[src/rtl/irq_arbiter.sv]
// Interrupt arbiter: gates level-sensitive sources, picks the highest-priority pending one
// above threshold, and serialises service through a claim/complete handshake on a register bus.
module irq_arbiter #(
   parameter int NUM_SRC = 8,
   parameter int PRIO_W  = 2
) (
   input  logic               clk,
   input  logic               reset,
   input  logic [NUM_SRC-1:0] src_irq,
   input  logic [2:0]         addr,
   input  logic [31:0]        wdata,
   input  logic               write_en,
   input  logic               read_en,
   output logic [31:0]        rdata,
   output logic               intr_ext
);

   localparam int PRIO_BITS = NUM_SRC * PRIO_W;

   localparam logic [2:0] A_ENABLE   = 3'd0;
   localparam logic [2:0] A_PENDING  = 3'd1;
   localparam logic [2:0] A_PRIORITY = 3'd2;
   localparam logic [2:0] A_THRESH   = 3'd3;
   localparam logic [2:0] A_CLAIM    = 3'd4;
   localparam logic [2:0] A_STATUS   = 3'd5;

   typedef enum logic [1:0] {
      ST_IDLE    = 2'd0,
      ST_NOTIFY  = 2'd1,
      ST_CLAIMED = 2'd2
   } state_e;

   state_e               state_q, state_d;
   logic [NUM_SRC-1:0]   enable_q, enable_d;
   logic [NUM_SRC-1:0]   pending_q, pending_d;
   logic [PRIO_BITS-1:0] prio_q, prio_d;
   logic [PRIO_W-1:0]    thresh_q, thresh_d;
   logic [7:0]           in_service_q, in_service_d;
   logic                 entry_q, entry_d;
   logic                 intr_q;

   logic [PRIO_W-1:0]    src_prio [NUM_SRC];
   logic                 cand_found;
   logic [3:0]           cand_idx;
   logic [PRIO_W-1:0]    cand_prio;
   logic [7:0]           cand_id;
   logic [NUM_SRC-1:0]   cand_mask;
   logic [NUM_SRC-1:0]   in_service_mask;

   logic                 wr_enable, wr_prio, wr_thresh;
   logic                 claim_req, complete_req, claim_fire;
   logic                 unused_bits;

   // Bus decode. A simultaneous write suppresses the claim side effect of a read.
   assign wr_enable    = write_en && (addr == A_ENABLE);
   assign wr_prio      = write_en && (addr == A_PRIORITY);
   assign wr_thresh    = write_en && (addr == A_THRESH);
   assign claim_req    = read_en && !write_en && (addr == A_CLAIM);
   assign complete_req = write_en && (addr == A_CLAIM) && (wdata[7:0] == in_service_q);
   assign unused_bits  = ^wdata;

   always_comb begin
      for (int i = 0; i < NUM_SRC; i++) begin
         src_prio[i] = prio_q[i*PRIO_W +: PRIO_W];
      end
   end

   // Strict compare while scanning upward keeps the lowest index on a priority tie.
   always_comb begin
      cand_found = 1'b0;
      cand_idx   = 4'd0;
      cand_prio  = '0;
      for (int i = 0; i < NUM_SRC; i++) begin
         if (pending_q[i] && enable_q[i] && (src_prio[i] > thresh_q)) begin
            if (!cand_found || (src_prio[i] > cand_prio)) begin
               cand_found = 1'b1;
               cand_idx   = 4'(i);
               cand_prio  = src_prio[i];
            end
         end
      end
      cand_id = cand_found ? ({4'd0, cand_idx} + 8'd1) : 8'd0;
   end

   always_comb begin
      for (int i = 0; i < NUM_SRC; i++) begin
         cand_mask[i]       = cand_found && (cand_idx == 4'(i));
         in_service_mask[i] = (in_service_q == 8'(i + 1));
      end
   end

   always_comb begin
      state_d      = state_q;
      in_service_d = in_service_q;
      entry_d      = 1'b0;
      claim_fire   = 1'b0;
      case (state_q)
         ST_IDLE: begin
            if (cand_found) begin
               state_d = ST_NOTIFY;
               entry_d = 1'b1;
            end
         end
         ST_NOTIFY: begin
            if (!cand_found) begin
               state_d = ST_IDLE;
            end else if (claim_req) begin
               state_d      = ST_CLAIMED;
               in_service_d = cand_id;
               claim_fire   = 1'b1;
            end
         end
         ST_CLAIMED: begin
            if (complete_req) begin
               state_d      = ST_IDLE;
               in_service_d = 8'd0;
            end
         end
         default: begin
            state_d      = ST_IDLE;
            in_service_d = 8'd0;
         end
      endcase
   end

   // Gateway: a source in service cannot re-pend; the claim clear overrides a same-cycle set.
   always_comb begin
      pending_d = (pending_q | (src_irq & ~in_service_mask))
                & ~(claim_fire ? cand_mask : {NUM_SRC{1'b0}});
      enable_d  = wr_enable ? wdata[NUM_SRC-1:0]   : enable_q;
      prio_d    = wr_prio   ? wdata[PRIO_BITS-1:0] : prio_q;
      thresh_d  = wr_thresh ? wdata[PRIO_W-1:0]    : thresh_q;
   end

   always_ff @(posedge clk) begin
      if (reset) begin
         state_q      <= ST_IDLE;
         enable_q     <= '0;
         pending_q    <= '0;
         prio_q       <= '0;
         thresh_q     <= '0;
         in_service_q <= 8'd0;
         entry_q      <= 1'b0;
         intr_q       <= 1'b0;
      end else begin
         state_q      <= state_d;
         enable_q     <= enable_d;
         pending_q    <= pending_d;
         prio_q       <= prio_d;
         thresh_q     <= thresh_d;
         in_service_q <= in_service_d;
         entry_q      <= entry_d;
         intr_q       <= entry_q;
      end
   end

   assign intr_ext = intr_q;

   always_comb begin
      rdata = 32'd0;
      case (addr)
         A_ENABLE:   rdata[NUM_SRC-1:0]   = enable_q;
         A_PENDING:  rdata[NUM_SRC-1:0]   = pending_q;
         A_PRIORITY: rdata[PRIO_BITS-1:0] = prio_q;
         A_THRESH:   rdata[PRIO_W-1:0]    = thresh_q;
         A_CLAIM:    rdata[7:0]           = (state_q == ST_NOTIFY) ? cand_id : 8'd0;
         A_STATUS:   rdata[9:0]           = {in_service_q, state_q};
         default:    rdata                = 32'd0;
      endcase
   end

endmodule

[config.mk]
export PLATFORM = sky130hd
export DESIGN_NAME = irq_arbiter
export DESIGN_NICKNAME = d
export VERILOG_FILES = /design/src/rtl/irq_arbiter.sv
export SDC_FILE = /design/constraint.sdc
export NUM_CORES = 1
export LEC_CHECK = 0
export CAP_MARGIN = 20
export CELL_PAD_IN_SITES_DETAIL_PLACEMENT = 0
export CELL_PAD_IN_SITES_GLOBAL_PLACEMENT = 1
export CORE_AREA = 2 2 121 123
export DETAILED_ROUTE_END_ITERATION = 16
export DIE_AREA = 0 0 123 125
export PLACE_DENSITY_LB_ADDON = 0.25
export SLEW_MARGIN = 20
export SYNTH_ARGS = -nofsm -noshare
export SYNTH_HDL_FRONTEND = slang
export SYNTH_SLANG_ARGS = --single-unit
[constraint.sdc]
create_clock -name clk -period 14.49 [get_ports clk]
set_input_delay 2.898 -clock clk [delete_from_list [all_inputs] [get_ports clk]]
set_output_delay 2.898 -clock clk [all_outputs]
set_load 0.1 [all_outputs]
==> metrics.txt <==
clock latency on the worst-skew pair=just under 0.3 ns; Die Y-Extent=125 um; Port Buf Inserts=47; total gr overflow=0; Remaining DRCs=0; Crit path top cell by count=ha_1; Hold WC Path Type=flip-flop to flip-flop; number of synthesized flops with an enable pin=0; largest net degree at the start of global routing=between 40 and 50; Placement Cell Area=approximately 4200 um^2; setup violators final=0; Clock Path Buffers=2; fraction of layout cells with a size suffix above 1=0.150; WL final=10.9 mm; Final ANT Viol Nets=0; via count=~3,200; Slowest cell on crit path=dfxtp_2; Yosys cell types=64; CP endpoint kind=primary output; yosys warns=0; initial antenna violation count=0; RSZ-0062 raised after global routing=no; die width=123 um; root buffer cell=clkbuf_16; largest cells by area after synthesis=dfxtp_1, ha_1, nand2_1; H-tree lvl count=2; Wirelength per Cell=15.9 um; first-pass GRT wire length=between 15 and 20 mm; Antenna diodes=0; CP Data Required Time=roughly 12 ns; Core Region=~14,000 um^2; dpl cells=approximately 670; Final Skew=between 0.005 and 0.006 ns; number of global-route vias before repair=between 3,000 and 4,000; number of buffers created by CTS=5; Layout area overhead=28.5%; DP Wirelength=8.66 mm; startpoint types=flip-flop; Avg Cell Area, Syn=slightly below 8 um^2; Post-synth top flop=dfxtp_1; first-pass iteration count of the detailed router=4; P_sw=approximately 0.096 mW; Synth Instances=approximately 440; Sink Count=42; FF+latch count, synth=42; area share of the largest cell type after synthesis=0.242; fin cells=around 680; Pint=roughly 0.22 mW; TritonCTS clock tree=done; initial core utilization=0.244; post-DR vias/cell=4.72; FFs w/ async S/R, synth=0; clock power share=0.417; Hold Violations, Final=0; First DRT Iteration DRCs=~110; Tightest Pin Transition=between 0.9 and 1 ns; Net Sw Frac=0.305; critical path data arrival time=about 11 ns; Sequential Power Share=0.391; Slew Viols, Final=0; Lkg Pwr=between 1.5 and 2 nW; sequential-to-total area share from yosys stat=0.242; max_cap viols=0; total track usage=0.148; most numerous cell in the Yosys netlist=nand2_1; Setup TNS Final=0 ns; GP Congestion=0.776; maximum clock rate=between 70 and 80 MHz; synth cell count leaders=nand2_1, dfxtp_1, a21oi_1; status=complete, no violations; combinational cell fraction of total power=0.192; Peak VDD IR=about 0.038 mV; CTS clk-pin slew, worst paths=around 0.070 ns; PwrDens=between 70 and 80 nW/um^2; minimum clock period=between 10 and 15 ns; cell area after synthesis=approximately 3500 um^2; Rows=44; critical path peak fanout=6; hold buffers post-CTS=0; Slew headroom=0.342; Die ar.=15,400 um^2; # nets final=about 580; post-synth top area cell=dfxtp_1; IO Count=80; design area=4460 um^2; period utilization=0.952; Worst path max stage delay=0.35 ns; WS Path Type=flip-flop to primary output
[path summary, 6_finish.rpt]
check,from,to,slack [ns],depth (start not counted)
worst max-delay path,thresh_q[1],rdata[2],0.69,55
worst min-delay path,entry_q,intr_ext,0.44,1
worst max register to register,thresh_q[1],in_service_q[2],3.95,55
worst min register to register,entry_q,intr_ext,0.44,1
[power groups by stage]
stage	sequential (mW)	clock (mW)	combinational, mW
6_report	0.123	0.131	0.0603
5_1_grt	0.124	0.138	0.0648
4_1_cts	0.123	0.135	0.0607
3_5_place_dp	0.126	0	0.0604
3_3_place_gp	0.126	0	0.0599
2_1_floorplan	0.124	0	0.0460
[per-layer routing]
metal	track usage	up-vias	routed length, um
met1	0.199	1515	5090
met4	0.0341	0	110
met3	0.0192	7	313
li1	-	1658	-
met2	0.251	50	5360
met5	0	-	0
[logic make-up after synthesis]
kind of cell / Yosys count / share of synthesized area
simple gates: 178 / 0.251
compound gates: 111 / 0.248
buf+inv: 55 / 0.0771
flops: 42 / 0.242
fa+ha+maj: 33 / 0.119
mux: 14 / 0.0523
xor+xnor: 4 / 0.0101
other cells: 1 / 0.00108
[stage by stage]
step                total power, mW  utilization  hold slack (ns)  setup slack (ns)
floorplan                     0.170            -            0.414             0.137
global placement              0.186        0.298            0.421             0.551
detailed placement            0.186        0.298            0.436             0.464
CTS                           0.318        0.310            0.452            0.0269
global route                  0.327        0.314            0.472           0.00381
finish                        0.315        0.314            0.444             0.695
[cell type report]
class                   instances  area (um^2)
fillers                      1536         9740
multi-input cells             356         2460
flip-flops and latches         42          843
repair buffers                 74          688
well taps                     184          230
clock buffers                   6          129
inverters                      20         75.1
clock inverters                 2         37.5
[repair_timing]
item | 4_1_cts | 5_1_grt
endpoints found under the setup margin | 0 | 3
resized for setup | 0 | 15
setup buffers | 0 | 3
[state kept, by name, summed over array words and instances (netlist names)]
name and cells:
thresh_q 2, enable_q 8, entry_q 1, state_q 2
in_service_q 4, pending_q 8, prio_q 16, intr_ext 1
[worst max-delay path, delay by kind of cell (launching register included)]
family	cells	cell delay, ns
compound gates	17	2.86
fa+ha+maj	10	2.71
simple gates	18	2.60
mux	4	1.27
buf+inv	6	0.76
flops	1	0.35
[cells in the final DEF, fill, tap and decap left out, types with 4 or more instances in the layout]
cell type and count:
and2_1 10, nand3_1 8, buf_4 29, nor2_1 30
nand2b_1 6, clkbuf_16 5, ha_1 33, nor2b_1 11
a31oi_1 8, nor4_1 6, nand3b_1 4, mux2i_1 8
o21ai_1 5, clkdlybuf4s50_1 43, dfxtp_1 40, inv_1 20
o21ai_0 7, o2111a_1 4, conb_1 16, nand2_1 79
a21oi_1 39
No activity file was read; power rests on OpenSTA's default activity.
